**src/rtl/evt_fifo_arbiter.sv**
```systemverilog
// evt_fifo_arbiter: round-robin arbiter sharing the single write port of the
// event sync FIFO among NREQ event producers. The winning word is registered
// onto the FIFO write port one cycle after acceptance.
//
// Handshake: an event moves from requester i in any cycle where
// req_valid[i] && req_ready[i]. req_ready may depend combinationally on
// req_valid, but a requester must never make req_valid depend on req_ready.
module evt_fifo_arbiter #(
    parameter int  NREQ   = 4,
    parameter int  DWIDTH = 136,
    parameter int  DEPTH  = 16,
    parameter int  CW     = 16,
    localparam int IW     = (NREQ > 1) ? $clog2(NREQ) : 1,
    localparam int AW     = $clog2(DEPTH)
) (
    input  logic                     clk,
    input  logic                     rst,
    input  logic                     en,
    input  logic [NREQ-1:0]          req_valid,
    input  logic [NREQ*DWIDTH-1:0]   req_data,
    output logic [NREQ-1:0]          req_ready,
    output logic                     fifo_wr_en,
    output logic [DWIDTH-1:0]        fifo_wdata,
    input  logic                     fifo_full,
    input  logic [AW-1:0]            fifo_numel,
    output logic [IW-1:0]            grant_id,
    output logic [CW-1:0]            stall_cnt,
    input  logic                     stall_clr
);

    logic              fifo_wr_en_q, fifo_wr_en_d;
    logic [DWIDTH-1:0] fifo_wdata_q, fifo_wdata_d;
    logic [IW-1:0]     last_q, last_d;
    logic [CW-1:0]     stall_cnt_q, stall_cnt_d;

    logic [AW:0]       occ;
    logic [AW+1:0]     occ_sum;
    logic              space;
    logic              grant_found;
    logic [IW-1:0]     grant_idx;
    logic [IW-1:0]     cand;
    logic              accept;
    logic              stall_cond;
    logic [DWIDTH-1:0] sel_data;

    // Conservative occupancy: the registered write counts as occupied and
    // FIFO reads are ignored, so an accepted event always finds room.
    always_comb begin
        occ     = fifo_full ? (AW+1)'(DEPTH) : {1'b0, fifo_numel};
        occ_sum = {1'b0, occ} + {{(AW+1){1'b0}}, fifo_wr_en_q};
        space   = occ_sum < (AW+2)'(DEPTH);
    end

    // Round-robin scan starting just after the last accepted requester.
    always_comb begin
        grant_found = 1'b0;
        grant_idx   = last_q;
        cand        = last_q;
        for (int k = 0; k < NREQ; k++) begin
            cand = (cand == IW'(NREQ - 1)) ? '0 : cand + 1'b1;
            if (!grant_found && req_valid[cand]) begin
                grant_found = 1'b1;
                grant_idx   = cand;
            end
        end
    end

    // Accept decision, one-hot ready and selection of the winning word.
    always_comb begin
        accept     = grant_found && en && space && !rst;
        stall_cond = (|req_valid) && en && !space;
        req_ready  = '0;
        if (accept) begin
            req_ready[grant_idx] = 1'b1;
        end
        sel_data = '0;
        for (int i = 0; i < NREQ; i++) begin
            if (grant_idx == IW'(i)) begin
                sel_data = req_data[i*DWIDTH +: DWIDTH];
            end
        end
    end

    // Next-state: write port, round-robin pointer and saturating stall counter.
    always_comb begin
        fifo_wr_en_d = accept;
        fifo_wdata_d = accept ? sel_data : fifo_wdata_q;
        last_d       = accept ? grant_idx : last_q;
        if (stall_clr) begin
            stall_cnt_d = '0;
        end else if (stall_cond && (stall_cnt_q != {CW{1'b1}})) begin
            stall_cnt_d = stall_cnt_q + 1'b1;
        end else begin
            stall_cnt_d = stall_cnt_q;
        end
    end

    // State registers; reset discards any registered, not-yet-written event.
    always_ff @(posedge clk or posedge rst) begin
        if (rst) begin
            fifo_wr_en_q <= 1'b0;
            fifo_wdata_q <= '0;
            last_q       <= IW'(NREQ - 1);
            stall_cnt_q  <= '0;
        end else begin
            fifo_wr_en_q <= fifo_wr_en_d;
            fifo_wdata_q <= fifo_wdata_d;
            last_q       <= last_d;
            stall_cnt_q  <= stall_cnt_d;
        end
    end

    assign fifo_wr_en = fifo_wr_en_q;
    assign fifo_wdata = fifo_wdata_q;
    assign grant_id   = last_q;
    assign stall_cnt  = stall_cnt_q;

endmodule

```
**config.mk**
```make
export PLATFORM = sky130hd
export DESIGN_NAME = evt_fifo_arbiter
export DESIGN_NICKNAME = d
export VERILOG_FILES = /design/src/rtl/evt_fifo_arbiter.sv
export SDC_FILE = /design/constraint.sdc
export NUM_CORES = 1
export LEC_CHECK = 0
export BUFFER_PORTS_ARGS = -buffer_cell sky130_fd_sc_hd__buf_2
export CORE_AREA = 2 2 278 280
export DETAILED_ROUTE_END_ITERATION = 6
export DIE_AREA = 0 0 280 282
export PLACE_DENSITY = 0.45
export SETUP_SLACK_MARGIN = 0.05
export SLEW_MARGIN = 20
export SYNTH_ARGS = -nofsm -noshare
export SYNTH_HDL_FRONTEND = slang
export SYNTH_SLANG_ARGS = --single-unit
```
**constraint.sdc**
```tcl
create_clock -name clk -period 6.16 [get_ports clk]
set_clock_uncertainty 0.2 [all_clocks]
set_input_delay 0.308 -clock clk [delete_from_list [all_inputs] [get_ports clk]]
set_output_delay 0.308 -clock clk [all_outputs]
set_load 0.02 [all_outputs]
```
==> metrics.yaml <==
logic_synthesis:
  synth-seq-cells: 155
  synthTopCellsByArea: "dfrtp_1, mux2i_1, a21o_1"
  synth-edff-count: 0
  synth_area_sq_um: 10400
  ys_seq_area_share_pct: 37.2
  synth.avg_cell_area_sq_um: 8.92
  yosysTopAreaCellShare_pct: 36.7
  synthDistinctLibCells: 51
  postSynthCellCount: 1169
  async_flop_share_pct: 100
  synth_common_cells: "mux2i_1, dfrtp_1, nand2_1"
  syn_nets: 1728
  synth_ff_type: "dfrtp_1"
  synth_area_leader_cell: "dfrtp_1"
  synthMostInstantiatedCell: "mux2i_1"
  yosysWarnings: 0
pwr:
  power.density_nw_per_um2: 462
  peakVddDrop_uv: 558
  power_frac_comb_pct: 67.2
  power.internal_w: 0.00490
  seq_power_share_pct: 19.0
  power_switching_w: 0.00404
  leakage_nw: 9.39
  pwr-share-clk_pct: 13.8
  switching_share_pct: 45.2
setup_path:
  crit_fanout: 39
  rr_startpoint: "grant_id[0]$_DFFE_PP1P_"
  reg2reg_slack_ns: 1.55
  path_buf_inv: 3
  critPathLaunchType: "register"
  crit_top_cell: "dlygate4sd3_1"
  slowest_stage: "dlygate4sd3_1"
  r2r.worst_path.cells: 10
  cp.required_ns: 6.31
  path_cells: "ha_1, or2_2, a21oi_1, nand3_4, nand2_4, buf_4, mux2i_1, dlygate4sd3_1, o211ai_1, dlygate4sd3_1"
  cpLargestDelayFamily: "buffers and inverters"
  end_kind: "register"
  rr_endpoint: "fifo_wdata[69]$_DFFE_PP0P_"
  arrival_ns: 4.76
  crit_type: "register to register"
  max_stage_delay_ns: 0.60
clock_network:
  cts.reportedPaths.clkPinSlew_ns: 0.07
  cts.sinks: 155
  htreeDepth: 4
  clk_path_buf_depth: 2
  clk_latency_ns: 0.47
  cts_root_buf: "clkbuf_16"
  cts_tree: "yes"
  cts_buffers: 17
  postCtsSetupRepairBufs: 0
place:
  pre_cts_ws_ns: 2.39
  port_buffers: 715
  place.gp.congestion: 0.794
  dp_hpwl_um: 39600
floorplan:
  start_util_pct: 13.8
  pin_count: 716
  core_area_sq_um: 75700
  placementRows: 101
  die_x_um: 280
  die_area_sq_um: 79000
  dieHeight_um: 282
global_route:
  grt_overflow: 0
  grt_max_degree: 113
  grt_pass1_wl_um: 83700
  grt_antenna_before_repair: 9
  grt_pass1_vias: 14100
  grtUsageTotal_pct: 14.0
sta:
  setup_ws_ns: 1.55
  rsz0062_at_grt: "false"
  hold_violations: 0
  slew_viol_final: 0
  tns_ns: 0
  setup_viol: 0
  fmax_mhz: 217
  min_period_over_period_pct: 74.9
  relSlewSlack_pct: 25.9
  tightest_slew_ns: 1.10
  period_needed_ns: 4.61
finish:
  drive_gt1_share_pct: 35.8
  areaGrowthSynthToFinish_pct: 85.8
  nets: 2739
detailed_routing:
  wirelength_um: 57900
  vias: 13500
  first_pass_iters: 7
  wl_per_cell_um: 18.2
  drc: 0
  ant_nets: 0
  drt_iter0_markers: 504
  vias_per_cell: 4.26
job:
  drv_cap: 0
worst_hold_path:
  hp-class: "input port to register"
  worstHoldStart: "req_data[382]"
  whs_path_depth: 3
  min_to: "fifo_wdata[110]$_DFFE_PP0P_"
status:
  status: "finished clean"
==> layer usage <==
metal  part of all wire, %  up-vias  track usage (%)
met5                 0.019        -                0
met4                   4.0        2             7.20
met3                   6.8       94             3.52
met2                    48      576             23.9
met1                    41     6524             16.2
li1                      -     6344                -
==> through the flow <==
| step | power [W] | std cells | hold WS (ns) | util [%] | area (sq um) |
|---|---|---|---|---|---|
| 6_report | 0.00894 | 3178 | 0.0430 | 25.6 | 19400 |
| 5_1_grt | 0.00953 | 3174 | 0.0316 | 25.6 | 19400 |
| 4_1_cts | 0.00897 | 3171 | 0.00271 | 25.6 | 19300 |
| 3_5_place_dp | 0.00647 | 2761 | 0.271 | 19.7 | 14900 |
| 3_3_place_gp | 0.00646 | 2761 | 0.270 | 19.7 | 14900 |
| 2_1_floorplan | 0.00489 | 1169 | 0.317 | - | 10400 |
==> placed cells by master, fill, tap and decap left out, types with 6 or more instances in the layout <==
| cell | n |
|---|---|
| a21o_1 | 111 |
| and3_1 | 6 |
| buf_2 | 715 |
| buf_4 | 12 |
| clkbuf_16 | 17 |
| dfrtp_1 | 153 |
| diode_2 | 7 |
| dlygate4sd3_1 | 378 |
| mux2i_1 | 163 |
| nand2_1 | 143 |
| nand3_1 | 119 |
| nand4_1 | 8 |
| nor2_1 | 28 |
| o211ai_1 | 111 |
| o21ai_0 | 112 |
| o221ai_1 | 26 |
| xor2_1 | 13 |
==> how the worst max path moves through the flow <==
stage / start / endpoint / slack, ns / cells past startpoint
floorplan: rst / fifo_wdata[0]$_DFFE_PP0P_ / 1.48 / 1
global placement: grant_id[0]$_DFFE_PP1P_ / fifo_wdata[111]$_DFFE_PP0P_ / 2.45 / 8
detailed placement: grant_id[0]$_DFFE_PP1P_ / fifo_wdata[111]$_DFFE_PP0P_ / 2.39 / 8
CTS: grant_id[0]$_DFFE_PP1P_ / fifo_wdata[40]$_DFFE_PP0P_ / 1.59 / 10
global route: grant_id[0]$_DFFE_PP1P_ / fifo_wdata[69]$_DFFE_PP0P_ / 1.33 / 10
finish: grant_id[0]$_DFFE_PP1P_ / fifo_wdata[69]$_DFFE_PP0P_ / 1.55 / 10
==> worst reg2reg max path, stage by stage (launching register included) <==
cell           delay, ns
dfstp_2             0.45
ha_1                0.33
or2_2               0.37
a21oi_1             0.41
nand3_4             0.32
nand2_4             0.20
buf_4               0.57
mux2i_1             0.38
dlygate4sd3_1       0.58
o211ai_1            0.09
dlygate4sd3_1       0.60
==> cell families (layout without fill, tap and decap cells) <==
| logic type | Yosys count | count (layout) | share of synthesized area [%] |
|---|---|---|---|
| compound gates | 375 | 375 | 24.8 |
| simple gates | 334 | 334 | 14.7 |
| mux | 166 | 166 | 16.2 |
| flops | 155 | 155 | 37.2 |
| buf+inv | 123 | 1147 | 5.71 |
| xor+xnor | 14 | 14 | 1.18 |
| fa+ha+maj | 2 | 2 | 0.240 |
| other cells | 0 | 7 | 0 |
==> power groups by stage <==
stage / sequential, W / combinational (W) / clock [W]
after floorplan: 0.00218 / 0.00271 / 0
after global placement: 0.00170 / 0.00476 / 0
after detailed placement: 0.00170 / 0.00477 / 0
after CTS: 0.00169 / 0.00599 / 0.00129
after global routing: 0.00175 / 0.00646 / 0.00132
final: 0.00170 / 0.00601 / 0.00123
==> state kept, by name, summed over array words and instances, names as in the netlist <==
name	cells
grant_id	2
stall_cnt	16
fifo_wr_en	1
fifo_wdata	136
==> repair_timing <==
item                                   in CTS  in global routing
setup endpoints to repair                   0                  0
endpoints found under the hold margin     222                  0
hold buffers                              378                  0
gates resized for setup                     0                  0
==> area by class of cell <==
class / instances / area (sq um)
fillers: 8258 / 56300
repair buffers: 1110 / 7550
multi-input cells: 891 / 6020
flip-flops and latches: 155 / 3880
well taps: 978 / 1220
clock buffers: 20 / 457
clock inverters: 12 / 185
inverters: 5 / 23.8
diodes: 7 / 17.5
Note: power is estimated with default switching activity, not from simulation.
